===== config.mk =====
export PLATFORM = sky130hd
export DESIGN_NAME = gpr_wb_arbiter
export DESIGN_NICKNAME = d
export VERILOG_FILES = /design/src/rtl/gpr_wb_arbiter.sv
export SDC_FILE = /design/constraint.sdc
export NUM_CORES = 1
export LEC_CHECK = 0
export ABC_AREA = 1
export BUFFER_PORTS_ARGS = -buffer_cell sky130_fd_sc_hd__buf_2
export CAP_MARGIN = 30
export CORE_MARGIN = 8
export CORE_UTILIZATION = 45
export DETAILED_ROUTE_END_ITERATION = 10
export GPL_ROUTABILITY_DRIVEN = 0
export GPL_TIMING_DRIVEN = 1
export HOLD_SLACK_MARGIN = 0.08
export PLACE_DENSITY_LB_ADDON = 0.05
export SLEW_MARGIN = 20
export SYNTH_ARGS = -nofsm -noshare
export SYNTH_HDL_FRONTEND = slang
export SYNTH_SLANG_ARGS = --single-unit
export TNS_END_PERCENT = 5

===== constraint.sdc =====
create_clock -name clk -period 1.8 [get_ports clk]
set_input_delay 0.09 -clock clk [delete_from_list [all_inputs] [get_ports clk]]
set_output_delay 0.09 -clock clk [all_outputs]
set_load 0.03 [all_outputs]

===== src/rtl/gpr_wb_arbiter.sv =====
// Round-robin arbiter for the shared GPR write port, with pending-write scoreboard.
// Optional result forwarding from the output stage under GPR_WB_BYPASS_EN.
module gpr_wb_arbiter #(
  parameter int XLEN = 32,
  parameter int NREG = 32,
  parameter int RAW  = 5
) (
  input  logic            clk,
  input  logic            rst,
  input  logic            a_valid,
  output logic            a_ready,
  input  logic [RAW-1:0]  a_rd,
  input  logic [XLEN-1:0] a_data,
  input  logic            b_valid,
  output logic            b_ready,
  input  logic [RAW-1:0]  b_rd,
  input  logic [XLEN-1:0] b_data,
  output logic            gpr_wen,
  output logic [RAW-1:0]  gpr_waddr,
  output logic [XLEN-1:0] gpr_wdata,
  input  logic            gpr_ready,
  input  logic            iss_valid,
  input  logic [RAW-1:0]  iss_rd,
  input  logic [RAW-1:0]  q_rs1,
  input  logic [RAW-1:0]  q_rs2,
  input  logic [RAW-1:0]  q_rd,
  output logic            hazard
`ifdef GPR_WB_BYPASS_EN
  ,
  output logic            fwd1_valid,
  output logic [XLEN-1:0] fwd1_data,
  output logic            fwd2_valid,
  output logic [XLEN-1:0] fwd2_data
`endif
);

  logic            rr_b;
  logic [NREG-1:0] pend;
  logic [NREG-1:0] clr;
  logic [NREG-1:0] set;
  logic            free;
  logic            gnt_a;
  logic            gnt_b;
  logic            win_nz;
  logic [RAW-1:0]  win_rd;
  logic [XLEN-1:0] win_data;
  logic            hz1;
  logic            hz2;

  // rr_b set means B wins the next contested cycle
  assign free  = !gpr_wen || gpr_ready;
  assign gnt_a = !rst && free && a_valid && (!b_valid || !rr_b);
  assign gnt_b = !rst && free && b_valid && (!a_valid || rr_b);

  assign a_ready  = gnt_a;
  assign b_ready  = gnt_b;
  assign win_rd   = gnt_b ? b_rd : a_rd;
  assign win_data = gnt_b ? b_data : a_data;
  assign win_nz   = (gnt_a || gnt_b) && (win_rd != '0);

  always_ff @(posedge clk or posedge rst) begin
    if (rst) begin
      gpr_wen   <= 1'b0;
      gpr_waddr <= '0;
      gpr_wdata <= '0;
      rr_b      <= 1'b0;
    end else begin
      if (gnt_a)
        rr_b <= 1'b1;
      else if (gnt_b)
        rr_b <= 1'b0;
      if (free)
        gpr_wen <= win_nz;
      if (win_nz) begin
        gpr_waddr <= win_rd;
        gpr_wdata <= win_data;
      end
    end
  end

  always_comb begin
    clr = '0;
    set = '0;
    if (gpr_wen && gpr_ready)
      clr[gpr_waddr] = 1'b1;
    if (iss_valid && iss_rd != '0)
      set[iss_rd] = 1'b1;
  end

  // set is applied after clear so a same-cycle issue keeps the bit
  always_ff @(posedge clk or posedge rst) begin
    if (rst)
      pend <= '0;
    else
      pend <= ((pend & ~clr) | set) & {{(NREG-1){1'b1}}, 1'b0};
  end

`ifdef GPR_WB_BYPASS_EN
  logic wr_fire;
  assign wr_fire    = gpr_wen && gpr_ready && gpr_waddr != '0;
  assign fwd1_valid = wr_fire && gpr_waddr == q_rs1;
  assign fwd2_valid = wr_fire && gpr_waddr == q_rs2;
  assign fwd1_data  = gpr_wdata;
  assign fwd2_data  = gpr_wdata;
  assign hz1        = pend[q_rs1] && !fwd1_valid;
  assign hz2        = pend[q_rs2] && !fwd2_valid;
`else
  assign hz1 = pend[q_rs1];
  assign hz2 = pend[q_rs2];
`endif

  assign hazard = !rst && (hz1 || hz2 || pend[q_rd]);

endmodule

* Yosys cells after proc, flatten, opt, wreduce, memory -nomap -nowiden
Cells that the tools add are included. Widths: inputs -> output; s select.
Cells by class: $lt $le $gt $ge 7, muxes and demuxes 16, bitwise logic cells 3, reductions and logical operators 25
Operators by type and width (count):
- $mux 32 | 3
- $and 32x32->32 | 1
- $not 32->32 | 1
- $or 32x32->32 | 1
- $lt 5x6->1 const B | 5
- $bmux 1 s5 | 3
- $logic_and 1x1->1 | 11
- $demux 1 s5 | 2
- $ge 5x1->1 const B | 2
- $reduce_bool 5->1 | 2
- $mux 1 | 7
- $logic_or 1x1->1 | 6
- $logic_not 1->1 | 5
- $mux 5 | 1
- $reduce_bool 2->1 | 1
Storage, ports and cells: flip-flop bits (word level) 70, output and inout bits 41, logic and storage cells 56

* Longest topological paths before layout
Gate-level depths: netlist (run 1).
depth after elaboration 8, depth in mapped cells 14, gate-level depth less buffers 12

* Worst setup path after synthesis (run 1)
Ideal clock, no wire load.
kind reg2reg, start point register gpr_wen, end point register gpr_wen, library setup time 121 ps, arrival 1742 ps, data required time 1679 ps, slack -63 ps, stages on the path, launching flop included 13, buffers on the path 3, cells stage by stage dfrtp_1 > inv_1 > nor2_2 > nor2_4 > nand2_4 > buf_4 > nand2_1 > o21ai_2 > nand4_4 > nand2_1 > buf_4 > buf_6 > o21ai_1
On the way: longest elaborated chain between the ends 8, elaborated cells between the ends (all ways) 11
RTL lines:
- start: declaration | line 18 | output logic gpr_wen,
- start signal: assignment | line 73 | gpr_wen <= win_nz;
- $logic_not 1->1 (*) | line 51 | assign free = !gpr_wen || gpr_ready;
- $logic_or 1x1->1 (*) | line 51
- $logic_and 1x1->1 | line 52, 53
- $logic_and 1x1->1 (2 in a row) | line 53 | assign gnt_b = !rst && free && b_valid && (!a_valid || rr_b);
- $mux 5 | line 57 | assign win_rd = gnt_b ? b_rd : a_rd;
- $reduce_bool 5->1 | line 59 | assign win_nz = (gnt_a || gnt_b) && (win_rd != '0);
- $logic_and 1x1->1 | line 59
Every way passes the cells marked *; elsewhere a longest branch is shown, timed or not. A chain may end at the register's enable or synchronous reset.

* Worst setup path in the final report (run 1)
start point register pend[29], end point output hazard
On the way: longest elaborated chain between the ends 5, elaborated cells between the ends (all ways) 9
RTL lines:
- start: declaration | line 38 | logic [NREG-1:0] pend;
- start signal: assignment | line 95 | pend <= ((pend & ~clr) | set) & {{(NREG-1){1'b1}}, 1'b0};
- $bmux 1 s5, on equally long branches | line 108, 109
- $mux 1, on equally long branches | line 108, 109
- $logic_or 1x1->1 | line 112 | assign hazard = !rst && (hz1 || hz2 || pend[q_rd]);
- $logic_or 1x1->1 (*) | line 112
- $logic_and 1x1->1 (*) | line 112
- end: declaration | line 27 | output logic hazard
Every way passes the cells marked *; elsewhere a longest branch is shown, timed or not. The select of a mux whose other input is x is not followed.

==> reports/qor.csv, run 1 <==
stage,metric,value,unit
power,Leak,3.27,nW
clock_network,"Reg clk slew, reported paths",0.07,ns
setup_path,"delay-heaviest family, CP",simple AND/OR/NAND/NOR gates,
detailed_routing,final wirelength,14600,microns
setup_path,R2R Path Start,gpr_wen$_DFFE_PP0N_,
detailed_routing,antenna-violating nets left,0,
finish,final std cells w/o fill,991,
clock_network,later-pin clock latency in the skew report,0.35,ns
timing,"Period Utilization, post-route",99.5,%
detailed_routing,Vias/cell,5.12,
grt,first-pass GRT wire length,23600,microns
grt,"Remaining Overflow, GRT",0,
finish,"commonest cells after routing, fill and taps aside","299 x nand2_1, 138 x buf_2, 125 x nand3_1, 68 x dfrtp_1, 64 x o21ai_0",
min_path,HP Class,in -> reg,
timing,setup violators final,0,
timing,RSZ-0062 raised after global routing,yes,
detailed_routing,DR vias,5077,
synth,distinct cell type count after synthesis,23,
setup_path,worst reg2reg endpoint,gpr_wdata[19]$_DFFE_PP0P_,
detailed_routing,metal2 WL,7020,microns
synth,post-synthesis cell area,4340,sq um
floorplan,Starting Density,45.4,%
clock_network,CTS Buf Count,9,
floorplan,DIE HEIGHT,114,microns
clock_network,H-tree Lvls,3,
power,pwr dens,1200,nW/um^2
setup_path,"Req. time, crit path",1.71,ns
finish,share of layout cells above drive strength 1,22.7,%
floorplan,Die X-Extent,114,microns
timing,Worst Tran Pin Value,0.453,ns
timing,count of final hold-check violations,0,
synth,"Warnings, synthesis",0,
synth,"FF+latch count, synth",70,
clock_network,CTS max path bufs,2,
detailed_routing,Iteration-0 DRC Markers,329,
detailed_routing,DRT Pass-1 Iters,6,
setup_path,most frequent CP cell,nand3_1,
setup_path,Register-to-Register Path Depth,10,
finish,Final nets,955,
timing,Min Hold Slack,0.0809,ns
floorplan,Rows,36,
clock_network,CTS tree,yes,
grt,initial antenna violation count,0,
setup_path,CP Buf/Inv Count,1,
placed_design,hpwl dp,10600,microns
setup_path,worst path cell trace,nand2_1 > nand3_1 > nand3_1 > nand3_1 > nand3_1 > nand2_1 > nor2_2 > a21oi_2 > buf_6,
setup_path,CP startpoint,pend[29]$_DFF_PP0_,
detailed_routing,met3 wire len,1300,microns
floorplan,num ports,141,
detailed_routing,# DRC,0,
placed_design,Port Buf Inserts,140,
placed_design,Placed Cells,926,
grt,number of global-route vias before repair,4936,
setup_path,flop-to-flop setup slack,0.08,ns
timing,Slew Limit Fails,0,
synth,Synth Instances,667,
detailed_routing,DRT met1 WL,6070,microns
clock_network,root buf cell,clkbuf_8,
synth,syn_area_per_cell,6.50,sq um
run_status,run status,"complete, no violations",
grt,GRT Util Overall,22.4,%
setup_path,Crit. End Element,primary output,
setup_path,Levels on crit path,9,
setup_path,crit path kind,reg -> out,
finish,"most common cell after layout, fill and taps aside",nand2_1,
setup_path,slowest CP cell,dfrtp_1,
job,max-cap violation count,0,
grt,largest net degree at the start of global routing,41,
power,Max IR drop VDD,0.629,mV
clock_network,Clock Sinks,70,
synth,Synthesized Nets,767,
setup_path,worst setup path end,hazard,
setup_path,Worst Path Arrival,1.70,ns
detailed_routing,wire length per cell,14.7,microns
timing,skew final,0.00503,ns
timing,fmax,0.558,GHz
finish,area grow syn2layout,37.6,%
synth,sequential area share after synthesis,40.4,%
setup_path,crit path max fanout,4,
timing,Rel. slew slack,69.8,%
floorplan,Die ar.,13000,sq um
floorplan,Core Area,9550,sq um
finish,Diodes inserted,0,
detailed_routing,uppermost layer routed,met4,
setup_path,Critical Path Max Stage Delay,0.43,ns
timing,crit path time final,1.79,ns
setup_path,Worst Setup Start Kind,register,
==> power by group <==
| part | leakage [nW] | total (mW) | switching (mW) | internal (mW) |
|---|---|---|---|---|
| sequential | 0.845 | 2.89 | 0.662 | 2.23 |
| combinational | 2.35 | 3.19 | 2.08 | 1.12 |
| clock | 0.0821 | 1.07 | 0.555 | 0.519 |
==> worst min-delay path, stage by stage <==
cell,delay (ns)
buf_2,0.07
nand2_1,0.04
nand2_1,0.06
nand3_1,0.07
nand2_1,0.06
==> registers in the layout, summed over array words and instances (netlist names) <==
signal,count
gpr_wen,1
gpr_waddr,5
rr_b,1
gpr_wdata,32
pend,31
==> cells in the mapped netlist, drive strengths merged <==
| cell | count | area (sq um) |
|---|---|---|
| inv | 48 | 180 |
| clkbuf | 21 | 78.8 |
| a21oi | 2 | 10.0 |
| nand3b | 2 | 15.0 |
| nor2 | 10 | 50.1 |
| o21ai | 69 | 360 |
| dfrtp | 70 | 1750 |
| o211ai | 1 | 7.51 |
| nand2 | 304 | 1150 |
| buf | 9 | 61.3 |
| or2 | 2 | 12.5 |
| nand4 | 1 | 21.3 |
| nand3 | 128 | 641 |
==> timing repair <==
action	in CTS	in global routing
endpoints found under the setup margin	7	40
cloned	0	1
endpoints found under the hold margin	45	0
pin swaps	0	6
hold buffers	49	0
setup buffers	0	1
resized for setup	7	15
==> layer usage <==
metal,GRT usage [%],vias to the layer above
li1,-,2515
met1,27.0,2342
met2,37.2,199
met3,7.23,21
met4,6.57,0
met5,0,-
==> stage by stage <==
stage / power [mW] / cell area [sq um] / setup WS [ns] / util [%] / TNS, ns
after floorplan: 4.81 / 4340 / -0.0104 / - / -0.0104
after global placement: 5.82 / 5220 / 0.0691 / 54.6 / 0
after detailed placement: 5.91 / 5220 / 0.000390 / 54.6 / 0
after CTS: 7.08 / 5880 / 0.0162 / 61.6 / 0
after global routing: 7.72 / 5970 / -0.0976 / 62.5 / -1.26
final: 7.16 / 5970 / 0.00893 / 62.5 / 0
==> worst min-delay path by stage <==
| stage | startpoint | endpoint | depth (start not counted) |
|---|---|---|---|
| detailed placement | rst | pend[9]$_DFF_PP0_ | 2 |
| global placement | rst | pend[9]$_DFF_PP0_ | 2 |
| finish | b_data[16] | gpr_wdata[16]$_DFFE_PP0P_ | 5 |
| floorplan | gpr_ready | gpr_wen$_DFFE_PP0N_ | 1 |
| global route | b_data[8] | gpr_wdata[8]$_DFFE_PP0P_ | 5 |
| CTS | b_data[15] | gpr_wdata[15]$_DFFE_PP0P_ | 5 |
==> kinds of logic (layout without fill, tap and decap cells) <==
family | Yosys count | in the layout | share of synthesized area, %
and+or+nand+nor | 447 | 447 | 43.5
buffers and inverters | 78 | 269 | 7.38
AOI/OAI and AO/OA | 72 | 72 | 8.71
DFF | 70 | 70 | 40.4
==> layout make-up <==
| class | count | area [sq um] |
|---|---|---|
| repair buffers | 207 | 1390 |
| fillers | 912 | 3580 |
| clock inverters | 2 | 10.0 |
| inverters | 48 | 184 |
| clock buffers | 12 | 145 |
| flip-flops and latches | 70 | 1750 |
| well taps | 133 | 166 |
| multi-input cells | 519 | 2320 |
Note: power is estimated with default switching activity, not from simulation.
==> inputs of run 2 (changes only) <==
--- a/config.mk
+++ b/config.mk
@@ -14,6 +14,7 @@
 export GPL_ROUTABILITY_DRIVEN = 0
 export GPL_TIMING_DRIVEN = 1
 export HOLD_SLACK_MARGIN = 0.08
+export MAX_ROUTING_LAYER = met4
 export PLACE_DENSITY_LB_ADDON = 0.05
 export SLEW_MARGIN = 20
 export SYNTH_ARGS = -nofsm -noshare
==> run 2 against run 1 <==
Net effect:
- critical path depth unchanged
- final cell count unchanged
- clock skew rose by 0.0014 ns
- via count shrank 0.14%
- combinational power barely moved
- routed wire length decreased by 0.15%
- first-iteration DRC count is 7.0% higher
- flip-flop and latch count is the same
- sequential share of layout area unchanged
- worst setup slack about the same
==> reports/qor.csv, run 2 (synthesis gave the netlist of run 1 again) <==
stage,metric,value,unit,change
run_status,run status,"complete, no violations",,
floorplan,DIE HEIGHT,114,microns,unchanged
min_path,Hold Startpoint,b_data[16],,
timing,RSZ-0062 raised after global routing,yes,,
setup_path,crit path kind,reg -> out,,
timing,"Period Utilization, post-route",99.5,%,about the same
finish,Diodes inserted,0,,unchanged
grt,largest net degree at the start of global routing,41,,unchanged
setup_path,"Req. time, crit path",1.71,ns,about the same
floorplan,Rows,36,,unchanged
setup_path,Register-to-Register Path Depth,10,,unchanged
placed_design,hpwl dp,10600,microns,unchanged
detailed_routing,final wirelength,14600,microns,-0.15%
power,Leak,3.27,nW,unchanged
finish,area grow syn2layout,37.6,%,unchanged
timing,setup violators final,0,,unchanged
grt,number of global-route vias before repair,4930,,-0.12%
setup_path,Worst Setup Start Kind,register,,
finish,Final nets,955,,unchanged
detailed_routing,wire length per cell,14.7,microns,-0.15%
placed_design,DP Worst Slack,0.000390,ns,unchanged
timing,Slew Limit Fails,0,,unchanged
floorplan,num ports,141,,unchanged
setup_path,worst reg2reg endpoint,gpr_wdata[19]$_DFFE_PP0P_,,
power,pwr dens,1200,nW/um^2,-0.11%
grt,GRT Util Overall,23.0,%,+0.65 points
clock_network,Clock Sinks,70,,unchanged
clock_network,root buf cell,clkbuf_8,,
finish,"most common cell after layout, fill and taps aside",nand2_1,,
detailed_routing,antenna-violating nets left,0,,unchanged
detailed_routing,Iteration-0 DRC Markers,352,,+7.0%
clock_network,CTS tree,yes,,
grt,"Remaining Overflow, GRT",0,,unchanged
setup_path,Worst Path Arrival,1.70,ns,about the same
grt,initial antenna violation count,0,,unchanged
finish,Filler cells,912,,unchanged
timing,Worst Tran Pin Value,0.458,ns,+0.00538 ns
timing,fmax,0.558,GHz,about the same
clock_network,later-pin clock latency in the skew report,0.35,ns,about the same
floorplan,Die X-Extent,114,microns,unchanged
setup_path,flop-to-flop setup slack,0.08,ns,about the same
min_path,HP Class,in -> reg,,
power,Overall Power,7.15,mW,-0.11%
setup_path,crit path max fanout,4,,unchanged
floorplan,Die ar.,13000,sq um,unchanged
finish,max reg flops,32,,unchanged
job,max-cap violation count,0,,unchanged
timing,skew final,0.00648,ns,+0.00144 ns
floorplan,Core Area,9550,sq um,unchanged
min_path,Hold Crit Depth,5,,unchanged
finish,"commonest cells after routing, fill and taps aside","299 x nand2_1, 138 x buf_2, 125 x nand3_1, 68 x dfrtp_1, 64 x o21ai_0",,
timing,Rel. slew slack,69.4,%,-0.36 points
min_path,WHS Endpoint,gpr_wdata[16]$_DFFE_PP0P_,,
detailed_routing,DR vias,5070,,-0.14%
placed_design,Port Buf Inserts,140,,unchanged
detailed_routing,DRT Pass-1 Iters,6,,unchanged
timing,count of final hold-check violations,0,,unchanged
clock_network,H-tree Lvls,3,,unchanged
power,Max IR drop VDD,0.624,mV,-0.67%
grt,first-pass GRT wire length,23700,microns,+0.18%
setup_path,Crit. End Element,primary output,,
clock_network,CTS Buf Count,9,,unchanged
timing,final worst setup slack,0.00889,ns,-0.0000432 ns
finish,share of layout cells above drive strength 1,22.7,%,unchanged
clock_network,CTS max path bufs,2,,unchanged
finish,Biggest register,gpr_wdata,,
setup_path,R2R Path Start,gpr_wen$_DFFE_PP0N_,,
detailed_routing,# DRC,0,,unchanged
floorplan,Starting Density,45.4,%,unchanged
clock_network,"Reg clk slew, reported paths",0.07,ns,about the same
timing,crit path time final,1.79,ns,+0.0000432 ns
detailed_routing,Vias/cell,5.12,,-0.14%
finish,Largest regs,"gpr_wdata x32, pend x31, gpr_waddr x5",,
==> run 2: where the power goes <==
part / internal (mW) / switching, mW / leakage (nW)
registers: 2.23 / 0.659 / 0.845
logic: 1.12 / 2.08 / 2.35
clock network: 0.519 / 0.550 / 0.0821
==> run 2: repair_timing <==
| item | CTS | global route |
|---|---|---|
| setup endpoints to repair | 7 | 40 |
| pin swaps | 0 | 6 |
| hold buffers | 49 | 0 |
| endpoints found under the hold margin | 45 | 0 |
| cloned | 0 | 1 |
| gates resized for setup | 7 | 15 |
| setup buffers | 0 | 1 |
==> run 2: through the flow <==
step	TNS [ns]	instance area, sq um	cells	util [%]	hold slack [ns]
after floorplan	-0.0104	4340	667	-	0.178
final	0	5970	991	62.5	0.0824
after global placement	0	5220	926	54.6	0.182
after CTS	0	5880	989	61.6	0.0812
after detailed placement	0	5220	926	54.6	0.184
after global routing	-1.26	5970	991	62.5	0.102
==> run 2: worst max-delay path by stage <==
stage / start / slack [ns] / depth (start not counted) / end
final: pend[28]$_DFF_PP0_ / 0.009 / 9 / hazard
after global routing: pend[28]$_DFF_PP0_ / -0.1 / 11 / hazard
after CTS: pend[8]$_DFF_PP0_ / 0.02 / 10 / hazard
after detailed placement: gpr_wen$_DFFE_PP0N_ / 0.0004 / 12 / gpr_wdata[19]$_DFFE_PP0P_
after global placement: gpr_wen$_DFFE_PP0N_ / 0.07 / 10 / gpr_waddr[4]$_DFFE_PP0P_
after floorplan: gpr_wen$_DFFE_PP0N_ / -0.01 / 11 / gpr_wen$_DFFE_PP0N_
==> run 2: metal layers <==
| metal | vias to the layer above | GRT usage (%) | share of wire [%] |
|---|---|---|---|
| met2 | 198 | 37.2 | 48 |
| li1 | 2518 | - | - |
| met4 | 0 | 6.48 | 1.3 |
| met1 | 2335 | 28.2 | 43 |
| met5 | - | - | 0 |
| met3 | 19 | 5.43 | 7.4 |
==> run 2: final cells by class <==
type,instances,area (sq um),share of cell area (%)
multi-input combinational,519,2320,38.8
timing repair buffer,207,1390,23.3
inverter,48,184,3.08
clock inverter,2,10.0,0.168
clock buffer,12,145,2.43
sequential,70,1750,29.4
tap,133,166,2.79
==> run 2: critical path, cell delays in order, from the launching register on <==
cell and delay [ns]:
dfrtp_1 0.43, nand2_1 0.08, nand3_1 0.09, nand3_1 0.11, nand3_1 0.10, nand3_1 0.08
nand2_1 0.11, nor2_2 0.06, a21oi_2 0.15, buf_6 0.15
